**src/rtl/req_encoder_pkg.sv**
```systemverilog
// rtl/req_encoder_pkg.sv - shared constants and FSM state type for req_encoder
// Contents:
//   N_LINES  number of request lines
//   CODE_W   width of the granted-index code
//   state_e  output-stage FSM state (IDLE: no code offered, HOLD: code offered)
package req_encoder_pkg;

  localparam int N_LINES = 4;
  localparam int CODE_W  = 2;

  typedef enum logic {
    IDLE = 1'b0,
    HOLD = 1'b1
  } state_e;

endpackage

```
**src/rtl/req_encoder_prio_pick.sv**
```systemverilog
// rtl/req_encoder_prio_pick.sv - combinational rotating-start priority picker
// Ports:
//   vec    in   [0:N_LINES-1] candidate bits, bit i stands for index i
//   start  in   [CODE_W-1:0]  index searched first; search wraps N_LINES-1 -> 0
//   found  out  1             at least one bit of vec is set
//   idx    out  [CODE_W-1:0]  first set index at or after start (0 when none)
module prio_pick
  import req_encoder_pkg::*;
(
  input  logic [0:N_LINES-1] vec,
  input  logic [CODE_W-1:0]  start,
  output logic               found,
  output logic [CODE_W-1:0]  idx
);

  logic [CODE_W-1:0] cand;

  // Walk the offsets from farthest to nearest so the last hit written is the
  // one closest to start; the 2-bit add wraps the search around naturally.
  always_comb begin
    found = 1'b0;
    idx   = '0;
    cand  = '0;
    for (int k = N_LINES - 1; k >= 0; k--) begin
      cand = start + CODE_W'(k);
      if (vec[cand]) begin
        found = 1'b1;
        idx   = cand;
      end
    end
  end

endmodule

```
**src/rtl/req_encoder.sv**
```systemverilog
// rtl/req_encoder.sv - request-capturing priority encoder with valid/ready code output
// Ports:
//   clk        in   1      clock, rising edge
//   rst_n      in   1      asynchronous active-low reset
//   enable     in   1      capture req into pending when 1
//   req        in   [0:3]  request lines, bit i requests code i
//   out_ready  in   1      consumer accepts the offered code
//   out_valid  out  1      {a0,a1} holds a valid code
//   a0         out  1      code MSB
//   a1         out  1      code LSB
//   pending    out  [0:3]  pending-request register
//   overrun    out  [0:3]  sticky: request arrived while line already pending
// Parameter ROUND_ROBIN: 0 = fixed priority (line 0 highest), 1 = rotating.
module req_encoder
  import req_encoder_pkg::*;
#(
  parameter int ROUND_ROBIN = 0
) (
  input  logic       clk,
  input  logic       rst_n,
  input  logic       enable,
  input  logic [0:3] req,
  input  logic       out_ready,
  output logic       out_valid,
  output logic       a0,
  output logic       a1,
  output logic [0:3] pending,
  output logic [0:3] overrun
);

  state_e             state_q, state_d;
  logic [CODE_W-1:0]  code_q, code_d;
  logic [CODE_W-1:0]  last_q, last_d;
  logic [0:N_LINES-1] pending_q, pending_d;
  logic [0:N_LINES-1] overrun_q, overrun_d;

  logic [0:N_LINES-1] capture;
  logic [0:N_LINES-1] clear;
  logic [CODE_W-1:0]  start_idx;
  logic [CODE_W-1:0]  win_idx;
  logic               win_found;
  logic               grant;

  // Fixed priority is the same picker with the search pinned at line 0.
  assign start_idx = (ROUND_ROBIN != 0) ? last_q + CODE_W'(1) : '0;

  prio_pick u_pick (
    .vec   (pending_q),
    .start (start_idx),
    .found (win_found),
    .idx   (win_idx)
  );

  always_comb begin
    capture = enable ? req : '0;
    // The winner is chosen from pending as it stood before this edge, so a
    // request captured now is issued at the earliest on the following edge.
    grant = win_found && ((state_q == IDLE) || out_ready);

    clear = '0;
    for (int i = 0; i < N_LINES; i++) begin
      clear[i] = grant && (win_idx == CODE_W'(i));
    end

    // Capture is ORed in after the clear so a same-edge re-request survives.
    pending_d = (pending_q & ~clear) | capture;
    overrun_d = overrun_q | (capture & pending_q & ~clear);

    state_d = state_q;
    code_d  = code_q;
    last_d  = last_q;
    if (grant) begin
      state_d = HOLD;
      code_d  = win_idx;
      last_d  = win_idx;
    end else if ((state_q == HOLD) && out_ready) begin
      state_d = IDLE;
    end
  end

  always_ff @(posedge clk or negedge rst_n) begin
    if (!rst_n) begin
      state_q   <= IDLE;
      code_q    <= '0;
      last_q    <= CODE_W'(N_LINES - 1);
      pending_q <= '0;
      overrun_q <= '0;
    end else begin
      state_q   <= state_d;
      code_q    <= code_d;
      last_q    <= last_d;
      pending_q <= pending_d;
      overrun_q <= overrun_d;
    end
  end

  assign out_valid = (state_q == HOLD);
  assign a0        = code_q[1];
  assign a1        = code_q[0];
  assign pending   = pending_q;
  assign overrun   = overrun_q;

endmodule

```
**config.mk**
```make
export PLATFORM = sky130hd
export DESIGN_NAME = req_encoder
export DESIGN_NICKNAME = d
export VERILOG_FILES = /design/src/rtl/req_encoder_pkg.sv /design/src/rtl/req_encoder_prio_pick.sv /design/src/rtl/req_encoder.sv
export SDC_FILE = /design/constraint.sdc
export NUM_CORES = 1
export LEC_CHECK = 0
export BUFFER_PORTS_ARGS = -buffer_cell sky130_fd_sc_hd__buf_2
export CORE_AREA = 2 2 39 41
export CTS_CLUSTER_DIAMETER = 200
export DETAILED_ROUTE_END_ITERATION = 8
export DIE_AREA = 0 0 41 43
export GPL_TIMING_DRIVEN = 0
export PLACE_DENSITY = 0.69
export SYNTH_ARGS = -nofsm -noshare
export SYNTH_HDL_FRONTEND = slang
export SYNTH_HIERARCHICAL = 1
export SYNTH_SLANG_ARGS = --single-unit
```
**constraint.sdc**
```tcl
create_clock -name clk -period 1.3 [get_ports clk]
set_clock_uncertainty 0.1 [all_clocks]
set_input_delay 0.065 -clock clk [delete_from_list [all_inputs] [get_ports clk]]
set_output_delay 0.065 -clock clk [all_outputs]
set_load 0.1 [all_outputs]
```
# Yosys cells after proc, flatten, opt, wreduce, memory -nomap -nowiden

Cells that the tools add are included.

Bits in registers: 11
Bits of input ports: 8
Output and inout bits: 11
Word-level logic and storage cells: 34

Eq/ne operators: 3
Muxes and demuxes: 11
Bitwise operators: 7
Reductions and logical operators: 9

Operators with widths:

| operator                                             | number |
|---|---|
| bitwise AND 4 bit                                    | 3 |
| 2-to-1 mux 2 bit                                     | 4 |
| OR 4 bit                                             | 2 |
| logical AND 1 bit                                    | 6 |
| 2-to-1 mux 1 bit                                     | 6 |
| equality test 2 bit (second input constant)          | 2 |
| 2-to-1 mux 4 bit                                     | 1 |
| inverter 4 bit                                       | 1 |
| equality test 2 x 1 -> 1 bit (second input constant) | 1 |
| zero test 2 bit                                      | 1 |
| nonzero test 2 bit                                   | 1 |
| logical OR 1 bit                                     | 1 |
| inverter 1 bit                                       | 1 |

# Depth between registers and ports, before layout

Gate-level depths: netlist of the first run.

Depth in word-level cells: 9
Depth in mapped cells: 6
Gate-level depth less buffers: 6

# Hierarchy

The synthesis of the first run kept the hierarchy.

Modules (own cells, without submodules):

| module      | times used | cells an instance | area an instance (µm²) | sequential area each (µm²) |
|---|---|---|---|---|
| req_encoder | 1          | 34                | 432.9                  | 275.3 |
| prio_pick   | 1          | 13                | 77.6                   | 0.0 |

# Worst setup path before layout of the first run

Ideal clock, no wire load.

Kind: register to register
From: register pending_q (netlist bit pending[3])
To: register overrun_q (netlist bit overrun[1])
Data arrival time: 1.834 ns
Setup slack: -0.755 ns
Cell stages (with the launch flop): 5
Path buffers: 0
Path through: dfrtp_1 > a21oi_1 > a211oi_2 > nand4b_1 > a41o_1

Word-level cells in the longest chain between the ends: 9

RTL lines:

| element                       | RTL line                    | source |
|---|---|---|
| start, declared               | req_encoder.sv:34           | `logic [0:N_LINES-1] pending_q, pending_d;` |
| start signal, assigned        | req_encoder.sv:92           | `pending_q <= pending_d;` |
| 2-to-1 mux 2 bit (4 in a row) | req_encoder_prio_pick.sv:26 | `if (vec[cand]) begin` |
| via win_idx[0]                | req_encoder.sv:40           | `logic [CODE_W-1:0] win_idx;` |
| equality test 2 x 1 -> 1 bit  | req_encoder.sv:62           | `clear[i] = grant && (win_idx == CODE_W'(i));` |
| logical AND 1 bit             | req_encoder.sv:62           |  |
| inverter 4 bit                | req_encoder.sv:67           | `overrun_d = overrun_q \| (capture & pending_q & ~clear);` |
| bitwise AND 4 bit             | req_encoder.sv:67           |  |
| OR 4 bit                      | req_encoder.sv:67           |  |
| via overrun_d (one bit)       | req_encoder.sv:35           | `logic [0:N_LINES-1] overrun_q, overrun_d;` |
| end signal, assigned          | req_encoder.sv:93           | `overrun_q <= overrun_d;` |
| end, declared                 | req_encoder.sv:35           |  |

The timed path passes the listed nets, and every way through them passes these cells.
A chain may end at the register's enable or synchronous reset.

# Worst setup path in the final report of the first run

From: register pending_q (netlist bit pending[2])
To: register overrun_q (netlist bit overrun[3])

Word-level cells in the longest chain between the ends: 8

RTL lines:

| element                       | RTL line |
|---|---|
| 2-to-1 mux 2 bit (3 in a row) | req_encoder_prio_pick.sv:26 |
| via win_idx[0]                | req_encoder.sv:40 |
| equality test 2 bit           | req_encoder.sv:62 |
| logical AND 1 bit             | req_encoder.sv:62 |
| inverter 4 bit                | req_encoder.sv:67 |
| bitwise AND 4 bit             | req_encoder.sv:67 |
| OR 4 bit                      | req_encoder.sv:67 |
| via overrun_d (one bit)       | req_encoder.sv:35 |

The timed path passes the listed nets, and every way through them passes these cells.

==> results of run 1 <==
==> report_power, final <==
part	internal (W)	switching (W)	total, W
clock	0.000119	0.000111	0.000230
combinational	0.000493	0.00100	0.00150
sequential	0.000470	0.000141	0.000611
total	0.00108	0.00125	0.00234
==> area by class of cell <==
cell class                      instances  area [um2]  share of cell area [%]
Multi-Input combinational cell         43         355                    38.0
Inverter                                1        3.75                   0.401
Sequential cell                        11         292                    31.1
Tap cell                               16        20.0                    2.14
Timing Repair Buffer                   32         239                    25.5
Clock buffer                            4        26.3                    2.81
==> worst min-delay path: cells and delay by family <==
kind                   cells  cell delay (ns)
AO/OA/AOI/OAI              1             0.15
AND/OR/NAND/NOR            1             0.11
buffers and inverters      1             0.09
==> worst paths after layout <==
| path | startpoint | to | slack, ns | cells after the start |
|---|---|---|---|---|
| max | pending[2] | overrun[3] | -0.27 | 5 |
| min | out_ready | code_q[1] | 0.08 | 3 |
| max reg2reg | pending[2] | overrun[3] | -0.27 | 5 |
| min reg2reg | overrun[3] | overrun[3] | 0.37 | 1 |
| max in group asynchronous | rst_n | pending[1] | 0.79 | 2 |
| min in group asynchronous | rst_n | code_q[0] | 0.09 | 2 |
==> cell usage in the layout (no fill, tap or decap), drive strengths merged, types with 3 or more instances in the layout <==
cell type | netlist | routed
buf | 0 | 26
nor2 | 4 | 4
dlygate4sd3 | 0 | 6
nand2b | 3 | 3
conb | 1 | 9
clkbuf | 0 | 4
nand2 | 9 | 9
dfrtp | 11 | 11
==> stage by stage <==
stage	cell area, um2	cells	setup TNS [ns]	total power [W]	utilization, %
6_report	936	107	-2.09	0.00234	67.6
5_1_grt	936	107	-2.66	0.00244	67.6
4_1_cts	903	106	-2.11	0.00225	65.3
3_5_place_dp	667	89	-2.69	0.00162	48.2
3_3_place_gp	667	89	-2.47	0.00161	48.2
2_1_floorplan	557	55	-3.26	0.00145	-
==> registers in the layout, summed over array words and instances (netlist names) <==
register / flops
code_q: 2
out_valid: 1
overrun: 4
pending: 4
==> what timing repair did <==
action	4_1_cts	5_1_grt
resized for setup	22	8
hold endpoints to repair	19	0
pin swaps	9	6
hold buffers	6	0
buffers inserted	7	2
setup endpoints to repair	14	12
==> metal layers <==
layer	wire, um	up-vias	track usage, %
li1	-	253	-
met2	722	14	31.9
met4	38	0	12.0
met1	514	235	21.6
met5	0	-	0
met3	48	5	3.14
==> cells by family after synthesis <==
kind of cell	count (synthesis)	share of synthesized area [%]
other cells	1	0.735
simple gates	20	18.9
flops	11	53.9
buf+inv	1	0.735
compound gates	12	21.6
mux	2	4.17
==> results.json, run 1 <==
{
  "tritoncts.num_buffers": 3,
  "crit_chain": "nand2b_4 > a21oi_4 > a211oi_4 > nand4_1 > a41o_1",
  "fin_crit_sh_pct": 121,
  "synth-main-ff-cell": "sky130_fd_sc_hd__dfrtp_1",
  "drt-wirelength-per-cell_um": 12.4,
  "synth_enable_flop_cells": 0,
  "final_hold_viol_count": 0,
  "outcome": "complete, but fails checks",
  "syn_area_um2": 510,
  "mean_instance_size_in_the_synthesized_netlist_um2": 10.9,
  "synth.yosys.warnings": 6,
  "netlist.area_leader.share_pct": 53.9,
  "grt_usage_pct": 19.3,
  "worst_pin_slew_ns": 0.506,
  "placeableCoreArea_um2": 1380,
  "initial_utilization_pct": 36.9,
  "buffering_stage_count_on_the_worst_path_with_inverters_included": 0,
  "synthTopCellsByCount": "sky130_fd_sc_hd__dfrtp_1, sky130_fd_sc_hd__nand2_1, sky130_fd_sc_hd__nor2_1",
  "synth.largest_area_cell": "sky130_fd_sc_hd__dfrtp_1",
  "io_pins": 19,
  "routability_congestion_estimate_from_global_placement": 0.700,
  "syn-instance-count": 47,
  "post_synth_arst_share_pct": 100,
  "synthTopCellsByArea": "sky130_fd_sc_hd__dfrtp_1, sky130_fd_sc_hd__nand2_1, sky130_fd_sc_hd__a41o_1",
  "wire_length_of_the_first_global_routing_pass_mm": 2.17,
  "vias": 507,
  "overflow": 0,
  "finalWirelength_mm": 1.32,
  "detail_route.first_pass.iterations": 3,
  "row_count": 14,
  "worst_slew_slack_as_a_fraction_of_its_limit_pct": 66.2,
  "critical-path-max-stage-delay_ns": 0.53,
  "hpwlAfterDp_um": 793,
  "root_buffer": "sky130_fd_sc_hd__clkbuf_4",
  "cpMaxStageDelayCell": "sky130_fd_sc_hd__dfrtp_4",
  "power.leakage_nw": 0.417,
  "placement.io_buffers": 18,
  "cts-htree-levels": 1,
  "die_height_um": 43,
  "critPathKind": "register to register",
  "post-route-drc-count": 0,
  "antenna_found_initial": 0,
  "area_growth_syn_to_layout_pct": 83.3,
  "drt-initial-drc-count": 7,
  "post-route-min-period_ns": 1.57,
  "unrepaired_setup_endpoints_after_global_routing": "true",
  "crit_path_start_kind": "register",
  "detailedPlace.worstSlack_ns": -0.342,
  "synth_most_common_cell": "sky130_fd_sc_hd__dfrtp_1",
  "grt_max_degree": 12,
  "dieArea_um2": 1760,
  "setup-violations-final": 10,
  "detail-route-antenna-nets": 0,
  "worst_setup_path_end_kind": "register",
  "final.setup.worst_slack_ns": -0.275,
  "design.final.nets": 100,
  "n_fill_cell": 112,
  "yosysUniqueCellTypes": 21,
  "hold_ws_ns": 0.0776,
  "max-vdd-ir-drop_v": 0.00153,
  "first_global_vias": 513,
  "clockBufferDepth": 2,
  "clock_sink_count": 11,
  "cp_data_arrival_time_ns": 1.63,
  "critical_path_required_ns": 1.36,
  "yosys_register_bits": 11,
  "cellPowerDensity_nw_per_um2": 2500,
  "worst_hold_path_type": "primary input to register",
  "worst_setup_hold_path_clk_slew_ns": 0.07,
  "seq_area_frac_synth_pct": 53.9,
  "timing.critical_path.max_delay_family": "compound AO/OA/AOI/OAI gates",
  "violations_in_the_final_reports": "negative setup slack",
  "avgViaCountPerCell": 4.74,
  "die_w_um": 41,
  "tritoncts": "built",
  "layout-drive-gt1-share_pct": 53.8,
  "timing.critical_path.fanout_max": 5,
  "antenna-diode-count": 0,
  "fmax_mhz": 635,
  "slew_viol_final": 0,
  "maxCapViolations": 0,
  "worst_skew_pair.late_latency_ns": 0.27
}
Power figures use the tool's default switching activity.
==> run 2, diff against run 1 <==
--- a/config.mk
+++ b/config.mk
@@ -7,6 +7,7 @@
 export LEC_CHECK = 0
 export BUFFER_PORTS_ARGS = -buffer_cell sky130_fd_sc_hd__buf_2
 export CORE_AREA = 2 2 39 41
+export CTS_BUF_LIST = sky130_fd_sc_hd__clkbuf_4
 export CTS_CLUSTER_DIAMETER = 200
 export DETAILED_ROUTE_END_ITERATION = 8
 export DIE_AREA = 0 0 41 43
==> results.json, run 2 (synthesis results as in run 1) <==
{
  "violations_in_the_final_reports": "negative setup slack",
  "cellPowerDensity_nw_per_um2": 2520,
  "critical_path_required_ns": 1.35,
  "final.setup.worst_slack_ns": -0.260,
  "layout-drive-gt1-share_pct": 53.8,
  "max-vdd-ir-drop_v": 0.00150,
  "detailedPlace.worstSlack_ns": -0.342,
  "unrepaired_setup_endpoints_after_global_routing": "true",
  "first_global_vias": 490,
  "clock_sink_count": 11,
  "timing.critical_path.fanout_max": 7,
  "placeableCoreArea_um2": 1380,
  "drt-wirelength-per-cell_um": 11.7,
  "worst_skew_pair.late_latency_ns": 0.26,
  "timing.critical_path.max_delay_family": "compound AO/OA/AOI/OAI gates",
  "initial_utilization_pct": 36.9,
  "worst_setup_hold_path_clk_slew_ns": 0.06,
  "worst_setup_path_end_kind": "register",
  "n_fill_cell": 107,
  "finalWirelength_mm": 1.28,
  "detail_route.first_pass.iterations": 2,
  "grt_usage_pct": 17.6,
  "drt-initial-drc-count": 11,
  "clockBufferDepth": 2,
  "post-route-min-period_ns": 1.56,
  "die_w_um": 41,
  "critical-path-max-stage-delay_ns": 0.52,
  "hpwlAfterDp_um": 793,
  "antenna_found_initial": 0,
  "cts-htree-levels": 1,
  "design.final.nets": 102,
  "die_height_um": 43,
  "wire_length_of_the_first_global_routing_pass_mm": 1.99,
  "buffering_stage_count_on_the_worst_path_with_inverters_included": 1,
  "placement.io_buffers": 18,
  "fmax_mhz": 641,
  "row_count": 14,
  "final_hold_viol_count": 0,
  "root_buffer": "sky130_fd_sc_hd__clkbuf_4",
  "placed_cells": 89,
  "final_cell_count_no_fill": 109,
  "post-route-drc-count": 0,
  "slew_viol_final": 0,
  "crit_chain": "a21oi_2 > a211oi_4 > buf_4 > o41ai_4 > o21bai_1",
  "avgViaCountPerCell": 4.70,
  "vias": 512,
  "fin_crit_sh_pct": 120,
  "routability_congestion_estimate_from_global_placement": 0.700,
  "final_common_cell": "sky130_fd_sc_hd__buf_2",
  "tritoncts": "built",
  "grt_max_degree": 12,
  "dieArea_um2": 1760,
  "critPathKind": "register to register",
  "io_pins": 19,
  "power.leakage_nw": 0.421,
  "antenna-diode-count": 0,
  "cp_data_arrival_time_ns": 1.61,
  "worst_hold_path_type": "primary input to register",
  "tritoncts.num_buffers": 3,
  "maxCapViolations": 0,
  "detail-route-antenna-nets": 0,
  "most-common-layout-cells": "sky130_fd_sc_hd__buf_2, sky130_fd_sc_hd__buf_4, sky130_fd_sc_hd__conb_1, sky130_fd_sc_hd__nand2_1",
  "outcome": "complete, but fails checks",
  "area_growth_syn_to_layout_pct": 82.1,
  "cpMaxStageDelayCell": "sky130_fd_sc_hd__dfrtp_4",
  "setup-violations-final": 11,
  "crit_path_start_kind": "register",
  "overflow": 0,
  "final_core_util_pct": 67.2
}
[run 2: final timing paths]
check	from	endpoint	slack, ns	cells after the start
worst max register to register	pending[3]	overrun[0]	-0.26	5
worst min-delay path	out_ready	code_q[1]	0.07	3
worst min register to register	overrun[1]	overrun[1]	0.37	1
max in group asynchronous	rst_n	pending[1]	0.80	2
min in group asynchronous	rst_n	overrun[2]	0.08	2
worst max-delay path	pending[3]	overrun[0]	-0.26	5
[run 2: report_power, final]
part	internal, W	switching, W	leakage, nW
Combinational	0.000503	0.00102	0.295
Sequential	0.000469	0.000112	0.107
Clock	0.000140	0.000108	0.0184
Total	0.00111	0.00124	0.421
[run 2: layout make-up]
type | count | area [um2] | area share (%)
Clock buffer | 4 | 30.0 | 3.23
Sequential cell | 11 | 292 | 31.4
Timing Repair Buffer | 34 | 248 | 26.6
Multi-Input combinational cell | 43 | 337 | 36.2
Tap cell | 16 | 20.0 | 2.15
Inverter | 1 | 3.75 | 0.404
[run 2: per-layer routing]
layer | vias up | part of all wire (%) | global-route usage, %
li1 | 257 | - | -
met1 | 236 | 42 | 20.2
met2 | 14 | 51 | 27.8
met3 | 5 | 3.9 | 3.14
met4 | 0 | 2.9 | 12.0
met5 | - | 0 | 0
[run 2: per-stage QoR]
step / hold slack, ns / power [W] / instance area [um2] / setup TNS, ns
2_1_floorplan: -0.331 / 0.00145 / 557 / -3.26
3_3_place_gp: -0.156 / 0.00161 / 667 / -2.47
3_5_place_dp: -0.152 / 0.00162 / 667 / -2.69
4_1_cts: 0.0479 / 0.00220 / 872 / -1.98
5_1_grt: 0.0824 / 0.00246 / 930 / -2.90
6_report: 0.0736 / 0.00235 / 930 / -2.24
[run 2: tightest hold or removal path: stages]
cell and delay [ns]:
sky130_fd_sc_hd__buf_2 0.08, sky130_fd_sc_hd__nor2b_1 0.10, sky130_fd_sc_hd__o2bb2ai_2 0.15
[run 2: timing repair]
| item | 4_1_cts | 5_1_grt |
|---|---|---|
| pin swaps | 8 | 3 |
| buffers inserted | 8 | 2 |
| endpoints found under the setup margin | 14 | 11 |
| endpoints found under the hold margin | 19 | 0 |
| resized for setup | 13 | 9 |
| hold buffers | 6 | 0 |
